--- src/rtl/cpu_types_pkg.sv ---
// Shared CPU type definitions; holds the memory arbiter state encoding.
package cpu_types_pkg;

  typedef enum logic [1:0] {
    IDLE = 2'd0,
    IACC = 2'd1,
    DACC = 2'd2
  } arb_state_t;

endpackage

--- src/rtl/mem_arbiter_if.sv ---
// Cache-side request/response and RAM-side signals shared by the memory arbiter.
// slave: the arbiter's view; master: the surrounding caches and RAM.
interface mem_arbiter_if #(
  parameter int unsigned ADDR_W = 32
);

  logic              iREN;
  logic [ADDR_W-1:0] iaddr;
  logic              iwait;
  logic [ADDR_W-1:0] iload;

  logic              dREN;
  logic              dWEN;
  logic [ADDR_W-1:0] daddr;
  logic [ADDR_W-1:0] dstore;
  logic              dwait;
  logic [ADDR_W-1:0] dload;

  logic              ramREN;
  logic              ramWEN;
  logic [ADDR_W-1:0] ramaddr;
  logic [ADDR_W-1:0] ramstore;
  logic [ADDR_W-1:0] ramload;
  logic              ram_ready;

  modport slave (
    input  iREN, iaddr, dREN, dWEN, daddr, dstore, ramload, ram_ready,
    output iwait, iload, dwait, dload, ramREN, ramWEN, ramaddr, ramstore
  );

  modport master (
    output iREN, iaddr, dREN, dWEN, daddr, dstore, ramload, ram_ready,
    input  iwait, iload, dwait, dload, ramREN, ramWEN, ramaddr, ramstore
  );

endinterface

--- src/rtl/mem_arbiter.sv ---
// Shares one RAM port between instruction fetch and data access; data has priority.
// Define ARB_FAIR_EN to cap consecutive data grants at MAX_DSTREAK while a fetch waits.
module mem_arbiter
  import cpu_types_pkg::*;
#(
  parameter int unsigned MAX_DSTREAK = 4,
  parameter int unsigned ADDR_W      = 32
) (
  input  logic            CLK,
  input  logic            nRST,
  mem_arbiter_if.slave    bus
);

  arb_state_t state;
  arb_state_t next_state;

  logic              d_req_c;
  logic              fair_force_c;
  logic              ram_ren_c;
  logic              ram_wen_c;
  logic [ADDR_W-1:0] ram_addr_c;
  logic [ADDR_W-1:0] ram_store_c;
  logic [ADDR_W-1:0] iload_c;
  logic [ADDR_W-1:0] dload_c;

  assign d_req_c = bus.dREN | bus.dWEN;

  // State register; reset discards any in-flight access.
  always_ff @(posedge CLK or negedge nRST) begin
    if (!nRST) begin
      state <= IDLE;
    end else begin
      state <= next_state;
    end
  end

  // Grant selection and RAM steering.
  always_comb begin
    next_state  = state;
    ram_ren_c   = 1'b0;
    ram_wen_c   = 1'b0;
    ram_addr_c  = '0;
    ram_store_c = '0;
    iload_c     = '0;
    dload_c     = '0;

    case (state)
      IDLE: begin
        if (fair_force_c) begin
          next_state = IACC;
        end else if (d_req_c) begin
          next_state = DACC;
        end else if (bus.iREN) begin
          next_state = IACC;
        end
      end

      IACC: begin
        ram_ren_c  = 1'b1;
        ram_addr_c = bus.iaddr;
        iload_c    = bus.ramload;
        if (bus.ram_ready || !bus.iREN) begin
          next_state = IDLE;
        end
      end

      DACC: begin
        ram_addr_c  = bus.daddr;
        ram_store_c = bus.dstore;
        // A simultaneous read and write request is served as the write.
        ram_wen_c   = bus.dWEN;
        ram_ren_c   = bus.dREN & ~bus.dWEN;
        dload_c     = bus.ramload;
        if (bus.ram_ready || !d_req_c) begin
          next_state = IDLE;
        end
      end

      default: begin
        next_state = IDLE;
      end
    endcase
  end

  assign bus.ramREN   = ram_ren_c;
  assign bus.ramWEN   = ram_wen_c;
  assign bus.ramaddr  = ram_addr_c;
  assign bus.ramstore = ram_store_c;
  assign bus.iload    = iload_c;
  assign bus.dload    = dload_c;
  assign bus.iwait    = bus.iREN & ~((state == IACC) & bus.ram_ready);
  assign bus.dwait    = d_req_c  & ~((state == DACC) & bus.ram_ready);

`ifdef ARB_FAIR_EN
  localparam int unsigned DSTREAK_W = $clog2(MAX_DSTREAK + 1);

  logic [DSTREAK_W-1:0] dstreak;

  assign fair_force_c = (dstreak == DSTREAK_W'(MAX_DSTREAK)) && bus.iREN;

  // Counts data grants taken over a waiting fetch; saturates at MAX_DSTREAK.
  always_ff @(posedge CLK or negedge nRST) begin
    if (!nRST) begin
      dstreak <= '0;
    end else if (state == IDLE) begin
      if (next_state == IACC) begin
        dstreak <= '0;
      end else if (next_state == DACC) begin
        if (!bus.iREN) begin
          dstreak <= '0;
        end else if (dstreak != DSTREAK_W'(MAX_DSTREAK)) begin
          dstreak <= dstreak + DSTREAK_W'(1);
        end
      end
    end
  end
`else
  logic unused_max_dstreak_c;

  assign fair_force_c = 1'b0;
  // MAX_DSTREAK has no effect under strict data priority.
  assign unused_max_dstreak_c = (MAX_DSTREAK == 32'd0);
`endif

endmodule

--- src/flat_wrapper.sv ---
// flat-port wrapper written by rule: the top's interface ports become plain ports
module mem_arbiter_flat import cpu_types_pkg::*;
#(
  parameter int unsigned MAX_DSTREAK = 4,
  parameter int unsigned ADDR_W      = 32
)
  (CLK, nRST, bus_iREN, bus_iaddr, bus_dREN, bus_dWEN, bus_daddr, bus_dstore, bus_ramload, bus_ram_ready, bus_iwait, bus_iload, bus_dwait, bus_dload, bus_ramREN, bus_ramWEN, bus_ramaddr, bus_ramstore);
  mem_arbiter_if #(.ADDR_W(ADDR_W)) bus_i ();
  input  logic CLK;
  input  logic nRST;
  input wire logic [$bits(bus_i.iREN)-1:0] bus_iREN;
  input wire logic [$bits(bus_i.iaddr)-1:0] bus_iaddr;
  input wire logic [$bits(bus_i.dREN)-1:0] bus_dREN;
  input wire logic [$bits(bus_i.dWEN)-1:0] bus_dWEN;
  input wire logic [$bits(bus_i.daddr)-1:0] bus_daddr;
  input wire logic [$bits(bus_i.dstore)-1:0] bus_dstore;
  input wire logic [$bits(bus_i.ramload)-1:0] bus_ramload;
  input wire logic [$bits(bus_i.ram_ready)-1:0] bus_ram_ready;
  output wire logic [$bits(bus_i.iwait)-1:0] bus_iwait;
  output wire logic [$bits(bus_i.iload)-1:0] bus_iload;
  output wire logic [$bits(bus_i.dwait)-1:0] bus_dwait;
  output wire logic [$bits(bus_i.dload)-1:0] bus_dload;
  output wire logic [$bits(bus_i.ramREN)-1:0] bus_ramREN;
  output wire logic [$bits(bus_i.ramWEN)-1:0] bus_ramWEN;
  output wire logic [$bits(bus_i.ramaddr)-1:0] bus_ramaddr;
  output wire logic [$bits(bus_i.ramstore)-1:0] bus_ramstore;
  assign bus_i.iREN = bus_iREN;
  assign bus_i.iaddr = bus_iaddr;
  assign bus_i.dREN = bus_dREN;
  assign bus_i.dWEN = bus_dWEN;
  assign bus_i.daddr = bus_daddr;
  assign bus_i.dstore = bus_dstore;
  assign bus_i.ramload = bus_ramload;
  assign bus_i.ram_ready = bus_ram_ready;
  assign bus_iwait = bus_i.iwait;
  assign bus_iload = bus_i.iload;
  assign bus_dwait = bus_i.dwait;
  assign bus_dload = bus_i.dload;
  assign bus_ramREN = bus_i.ramREN;
  assign bus_ramWEN = bus_i.ramWEN;
  assign bus_ramaddr = bus_i.ramaddr;
  assign bus_ramstore = bus_i.ramstore;
  mem_arbiter #(.MAX_DSTREAK(MAX_DSTREAK), .ADDR_W(ADDR_W)) u_core (.CLK(CLK), .nRST(nRST), .bus(bus_i));
endmodule
--- config.mk ---
export PLATFORM = sky130hd
export DESIGN_NAME = mem_arbiter_flat
export DESIGN_NICKNAME = d
export VERILOG_FILES = /design/src/rtl/cpu_types_pkg.sv /design/src/rtl/mem_arbiter_if.sv /design/src/rtl/mem_arbiter.sv /design/src/flat_wrapper.sv
export SDC_FILE = /design/constraint.sdc
export NUM_CORES = 1
export LEC_CHECK = 0
export ABC_AREA = 0
export BUFFER_PORTS_ARGS = -buffer_cell sky130_fd_sc_hd__buf_4
export CAP_MARGIN = 20
export CORE_AREA = 2 2 102 104
export CTS_CLUSTER_DIAMETER = 80
export DETAILED_ROUTE_END_ITERATION = 8
export DIE_AREA = 0 0 104 106
export PLACE_DENSITY = 0.48
export SKIP_LAST_GASP = 1
export SYNTH_ARGS = -nofsm -noshare
export SYNTH_HDL_FRONTEND = slang
export SYNTH_SLANG_ARGS = --single-unit
export TNS_END_PERCENT = 1
--- constraint.sdc ---
create_clock -name CLK -period 1.75 [get_ports CLK]
set_input_delay 0.35 -clock CLK [delete_from_list [all_inputs] [get_ports CLK]]
set_output_delay 0.35 -clock CLK [all_outputs]
set_load 0.1 [all_outputs]
-- Word-level counts from Yosys, hierarchy flattened
Cells that the tools add are included.
- register bits after elaboration: 2
- bits of input ports: 134
- output and inout port bits: 132
- word-level logic and storage cells: 32
- equal/unequal tests: 5
- muxes and demuxes: 11
- bitwise logic cells: 9
- reduce and logical (&&, ||, !) cells: 6
- operator list (cell ; count):
    $mux W32 ; 3
    $pmux W32 S2 ; 1
    $mux W2 ; 4
    $pmux W2 S3 ; 1
    $and A1 B1 Y1 ; 5
    $ne A2 B1 Y1 const B ; 2
    $ne A3 B2 Y1 const B ; 1
    $not A1 Y1 ; 3
    $reduce_and A3 Y1 ; 1
    $eq A2 B1 Y1 const B ; 1
    $eq A2 B2 Y1 const B ; 1
    $logic_not A1 Y1 ; 2
    $logic_not A2 Y1 ; 1
    $logic_or A1 B1 Y1 ; 2
    $pmux W1 S2 ; 1
    $mux W1 ; 1
    $or A1 B1 Y1 ; 1

-- Depth between registers and ports, before layout
- depth in word-level cells: 5
- depth in mapped cells: 7
- gate-level depth less buffers: 5

-- Least setup slack after synthesis
No wires, ideal clock.
- path type: flip-flop to output port
- start: register u_core.state[1]
- end: output port bus_iwait
- data arrival time: 3.165 ns
- data required time: 1.400 ns
- setup slack: -1.765 ns
- cell stages (with the launch flop): 7
- path buffers: 3
- path through: dfrtp_1 -> inv_1 -> ha_1 -> buf_4 -> buf_6 -> buf_2 -> a21boi_0
- cells in the longest elaborated chain, start to end: 4
- ends and longest elaborated chain (item ; line ; source):
    from (decl) ; mem_arbiter.sv:14 ; arb_state_t state;
    from (signal assigned) ; mem_arbiter.sv:33 ; state <= next_state;
    $eq A2 B1 Y1 ; mem_arbiter.sv:91 ; assign bus.iwait = bus.iREN & ~((state == IACC) & bus.ram_ready);
    $and A1 B1 Y1 ; mem_arbiter.sv:91 ;
    $not A1 Y1 ; mem_arbiter.sv:91 ;
    $and A1 B1 Y1 ; mem_arbiter.sv:91 ;
    to (decl) ; flat_wrapper.sv:19 ; output wire logic [$bits(bus_i.iwait)-1:0] bus_iwait;
No other way between the ends.

-- Worst setup path in the final report
- start: register u_core.state[0]
- end: output port bus_ramaddr[7]
- cells in the longest elaborated chain, start to end: 2
- elaborated cells on any way between the ends: 3
- classes of those cells: 2 x eq/ne; 1 x mux
- ends and longest elaborated chain (item ; line ; source):
    $eq A2 B2 Y1 / $eq A2 B1 Y1 (equally long branches) ; mem_arbiter.sv:47 ; case (state)
    $pmux W32 S2 (*) ; mem_arbiter.sv:47 ;
    to (decl) ; flat_wrapper.sv:25 ; output wire logic [$bits(bus_i.ramaddr)-1:0] bus_ramaddr;
Mark *: on every way between the ends. The rest lies on a longest branch, timed or not.

==> results.txt <==
Of all nets on the critical path, the largest fanout is 20. By startpoint and endpoint, the worst setup path is classified as reg -> out. Counting along the longest clock path gives a buffer depth of 2. TritonCTS built the clock tree. The setup clock skew after layout was 0.00367 ns; the number of buffers added on ports was 265. After layout, the minimum clock period comes to 1.95 ns. The first detailed-routing pass took 4 iterations.

The tools report the end of the critical path as bus_ramaddr[7]. Mean routed wirelength per cell: 16.0 µm. Terminus of the critical flop-to-flop path: u_core.state[1]$_DFFE_PN0P_.

The number of antenna diodes was 0; the CTS sink count was 2. After synthesis the cells add up to 0.00140 mm². The worst-case IR drop observed on VDD is 0.939 mV. 266 I/O pins were placed. In the final layout, the registers with the most flip-flops are u_core.state x2. Summed over all cells, the static leakage comes to 2.39 nW. The net count of the finished layout is 616.

The number of buffers added by the clock tree synthesis step is 3. The logs give -0.203 ns for the slack of the critical path and 0 for the post-detailed-route count of antenna-violating nets. Using the TritonRoute via totals, the vias-per-cell ratio works out to 4.19. For the worst setup slack before clock tree synthesis, the log shows -0.123 ns. Entering global routing, the biggest net connects 34 pins. The areal power density over the cells was 2060 mW/mm².

The clock input transition at the sequential cells of the worst setup and hold paths was 0.03 ns. In this run the critical register-to-register path is launched from u_core.state[0]$_DFFE_PN0P_. Setup violations remaining at the end of the flow were counted as 132.

The first routing iteration left 107 violations. The checks that failed: setup timing. Derived from the worst setup path, the maximum achievable clock frequency is 512 MHz. For the reg-to-reg setup timing slack, the log shows 0.26 ns. The endpoint arrival time on the critical path is 1.60 ns. The first global-routing pass estimated 14.5 mm of wire.

The layout has 912 filler cells. The register with the most flip-flops in the layout has 2 of them. After synthesis, the mean cell area works out to 6.58 µm². The distinct cell type count after synthesis is 24, and the transition time at the pin with the least slew margin is 0.297 ns. The initial utilization of the core area, before any placement, comes to 14.0%. For this run, design rule violations remaining after detail routing come to 0. The die height works out to 106 µm.

The number of cells traversed by the worst register-to-register path was 7. The worst setup path is launched from a flip-flop. The routability-driven placement congestion ratio was 0.776; the number of vias after detailed routing was 2566.

The flow ran to the end, but the final reports show violations. The count of yosys warnings during synthesis was 0. The hold violation count in the final report is 0, and the number of instances in the synthesized netlist is 213.

CTS placed an instance of sky130_fd_sc_hd__clkbuf_8 at the clock tree root. The maximum level of the CTS H-tree is 1, and the worst relative slew slack is 80.1%. For this run the aggregate overflow at the end of global routing stands at 0.

The max-slew violation count was 0; the insertion delay to the later sink of the worst-skew pair was 0.21 ns. The tightest hold path in the finished design has a slack of 0.460 ns. In the global route stage, overall resource usage came out at 16.2%. Setup repair after global routing could not meet its margin everywhere.

Cells fill 52.1% of the core in the end. The post-layout instance area was 0.00521 mm². Classification of the worst-slack hold path: in -> reg.

The portion of the post-synthesis area used by sequential elements came out at 3.57%. For the via count of the first global-routing pass, the log shows 2635. The run gives 37 as the count of standard-cell rows. From left edge to right edge, the die measures 104 µm. Across the run, the number of max-cap violations was 0.

Once detailed placement completed, the half-perimeter wirelength came to 7.06 mm. The tools report the wire length reported by the detailed router as 9.79 mm. Sort of element at the end of the critical path: an output port.

Of the cells placed in the final design, the portion with a size suffix greater than 1 is 88.9%. The number of antenna violations at the first check in global routing was 0. The final worst-path cycle share is 112%, and the layout overhead on the synthesized area is 272%.

The total area inside the core boundary comes to 0.0100 mm². The die covers 0.0110 mm². Critical path startpoint: u_core.state[0]$_DFFE_PN0P_. The flop and latch count out of synthesis was 2; the area of placed instances was 0.00395 mm². For the required time of the critical path, the log shows 1.40 ns. Total power for the finished layout comes to 0.0107 W. When the netlist entered floorplanning its net count stood at 351. More flip-flops sit in one register than any other, and that register is u_core.state.
-- Yosys cell counts --
library cell / number / area, µm²
sky130_fd_sc_hd__and2_1: 98 / 613
sky130_fd_sc_hd__nor2b_1: 33 / 206
sky130_fd_sc_hd__a22oi_1: 32 / 240
sky130_fd_sc_hd__buf_2: 6 / 30.0
sky130_fd_sc_hd__clkbuf_1: 6 / 22.5
sky130_fd_sc_hd__clkbuf_2: 5 / 25.0
sky130_fd_sc_hd__ha_1: 4 / 50.1
sky130_fd_sc_hd__a21oi_1: 3 / 15.0
sky130_fd_sc_hd__buf_4: 3 / 22.5
sky130_fd_sc_hd__inv_1: 3 / 11.3
sky130_fd_sc_hd__nor2_1: 3 / 11.3
sky130_fd_sc_hd__buf_6: 2 / 22.5
sky130_fd_sc_hd__dfrtp_1: 2 / 50.1
sky130_fd_sc_hd__nand2_1: 2 / 7.51
sky130_fd_sc_hd__o21ai_0: 2 / 10.0
sky130_fd_sc_hd__a21boi_0: 1 / 7.51
sky130_fd_sc_hd__a31oi_1: 1 / 6.26
sky130_fd_sc_hd__nand4_1: 1 / 6.26
sky130_fd_sc_hd__nor3_1: 1 / 5.00
sky130_fd_sc_hd__o21a_1: 1 / 7.51
sky130_fd_sc_hd__o221ai_1: 1 / 8.76
sky130_fd_sc_hd__o32ai_1: 1 / 8.76
sky130_fd_sc_hd__or2_2: 1 / 6.26
sky130_fd_sc_hd__or3b_1: 1 / 8.76
-- how the worst min path moves through the flow --
stage,start,endpoint,slack (ns),cells after the start
floorplan,nRST,u_core.state[0]$_DFFE_PN0P_,0.05,0
global placement,nRST,u_core.state[0]$_DFFE_PN0P_,0.14,1
detailed placement,nRST,u_core.state[0]$_DFFE_PN0P_,0.14,1
CTS,bus_ram_ready,u_core.state[1]$_DFFE_PN0P_,0.46,2
global route,bus_ram_ready,u_core.state[1]$_DFFE_PN0P_,0.46,2
finish,bus_ram_ready,u_core.state[1]$_DFFE_PN0P_,0.46,2
-- per-stage QoR --
step | cells | TNS [ns]
detailed placement | 604 | -8.35
floorplan | 213 | -18.95
global route | 612 | -29.71
global placement | 604 | -6.58
CTS | 611 | -19.55
finish | 612 | -19.60
-- layout by cell type (no fill, tap or decap), drive strengths merged --
cell | synthesis | layout
buf | 11 | 280
and2 | 98 | 98
nor2b | 33 | 33
a22oi | 32 | 32
ha | 4 | 4
clkbuf | 11 | 4
nor2 | 3 | 3
a21oi | 3 | 3
o21ai | 2 | 2
inv | 3 | 2
nand2 | 2 | 2
dfrtp | 2 | 2
clkinv | 0 | 1
o21a | 1 | 1
a21boi | 1 | 1
or2 | 1 | 1
nor3 | 1 | 1
o32ai | 1 | 1
nand4 | 1 | 1
or3b | 1 | 1
o221ai | 1 | 1
a31oi | 1 | 1
dlygate4sd3 | 0 | 1
-- cell families (layout without fill, tap and decap cells) --
family / count (synthesis) / count (layout) / share of synthesized area, %
AO/OA/AOI/OAI: 42 / 42 / 21.7
AND/OR/NAND/NOR: 140 / 140 / 61.6
buffers and inverters: 25 / 288 / 9.54
flip-flops: 2 / 2 / 3.57
adder cells (fa/ha/maj): 4 / 4 / 3.57
-- per-layer routing --
layer | track usage [%] | wire [µm]
met1 | 16.8 | 3420
met2 | 32.7 | 5550
met3 | 3.99 | 678
met4 | 3.38 | 136
met5 | 0 | 0
-- cell type report --
cell class | instances | area, µm² | area share [%]
flip-flops and latches | 2 | 51.3 | 0.984
well taps | 136 | 170 | 3.26
clock buffers | 3 | 41.3 | 0.792
repair buffers | 282 | 3150 | 60.4
inverters | 3 | 16.3 | 0.312
multi-input cells | 186 | 1780 | 34.2
-- where the power goes --
group	switching [W]	total, W	internal (W)
clock network	0.0000335	0.000179	0.000145
registers	0.0000219	0.0000839	0.0000619
logic	0.00681	0.0105	0.00367
-- worst max-delay path, cell delays in order (launching register included) --
cell and delay (ns):
sky130_fd_sc_hd__dfrtp_2 0.43, sky130_fd_sc_hd__buf_12 0.14, sky130_fd_sc_hd__ha_4 0.18, sky130_fd_sc_hd__buf_12 0.17, sky130_fd_sc_hd__a22oi_2 0.21, sky130_fd_sc_hd__nor2b_4 0.07, sky130_fd_sc_hd__buf_12 0.17
-- what timing repair did --
action                                 CTS  global route
setup endpoints to repair              132           132
cloned                                   2             1
endpoints found under the hold margin    2             0
gates resized for setup                256            15
pin swaps                                0             2
hold buffers                             1             0
buffers inserted                         1             0
Power figures use the tool's default switching activity.
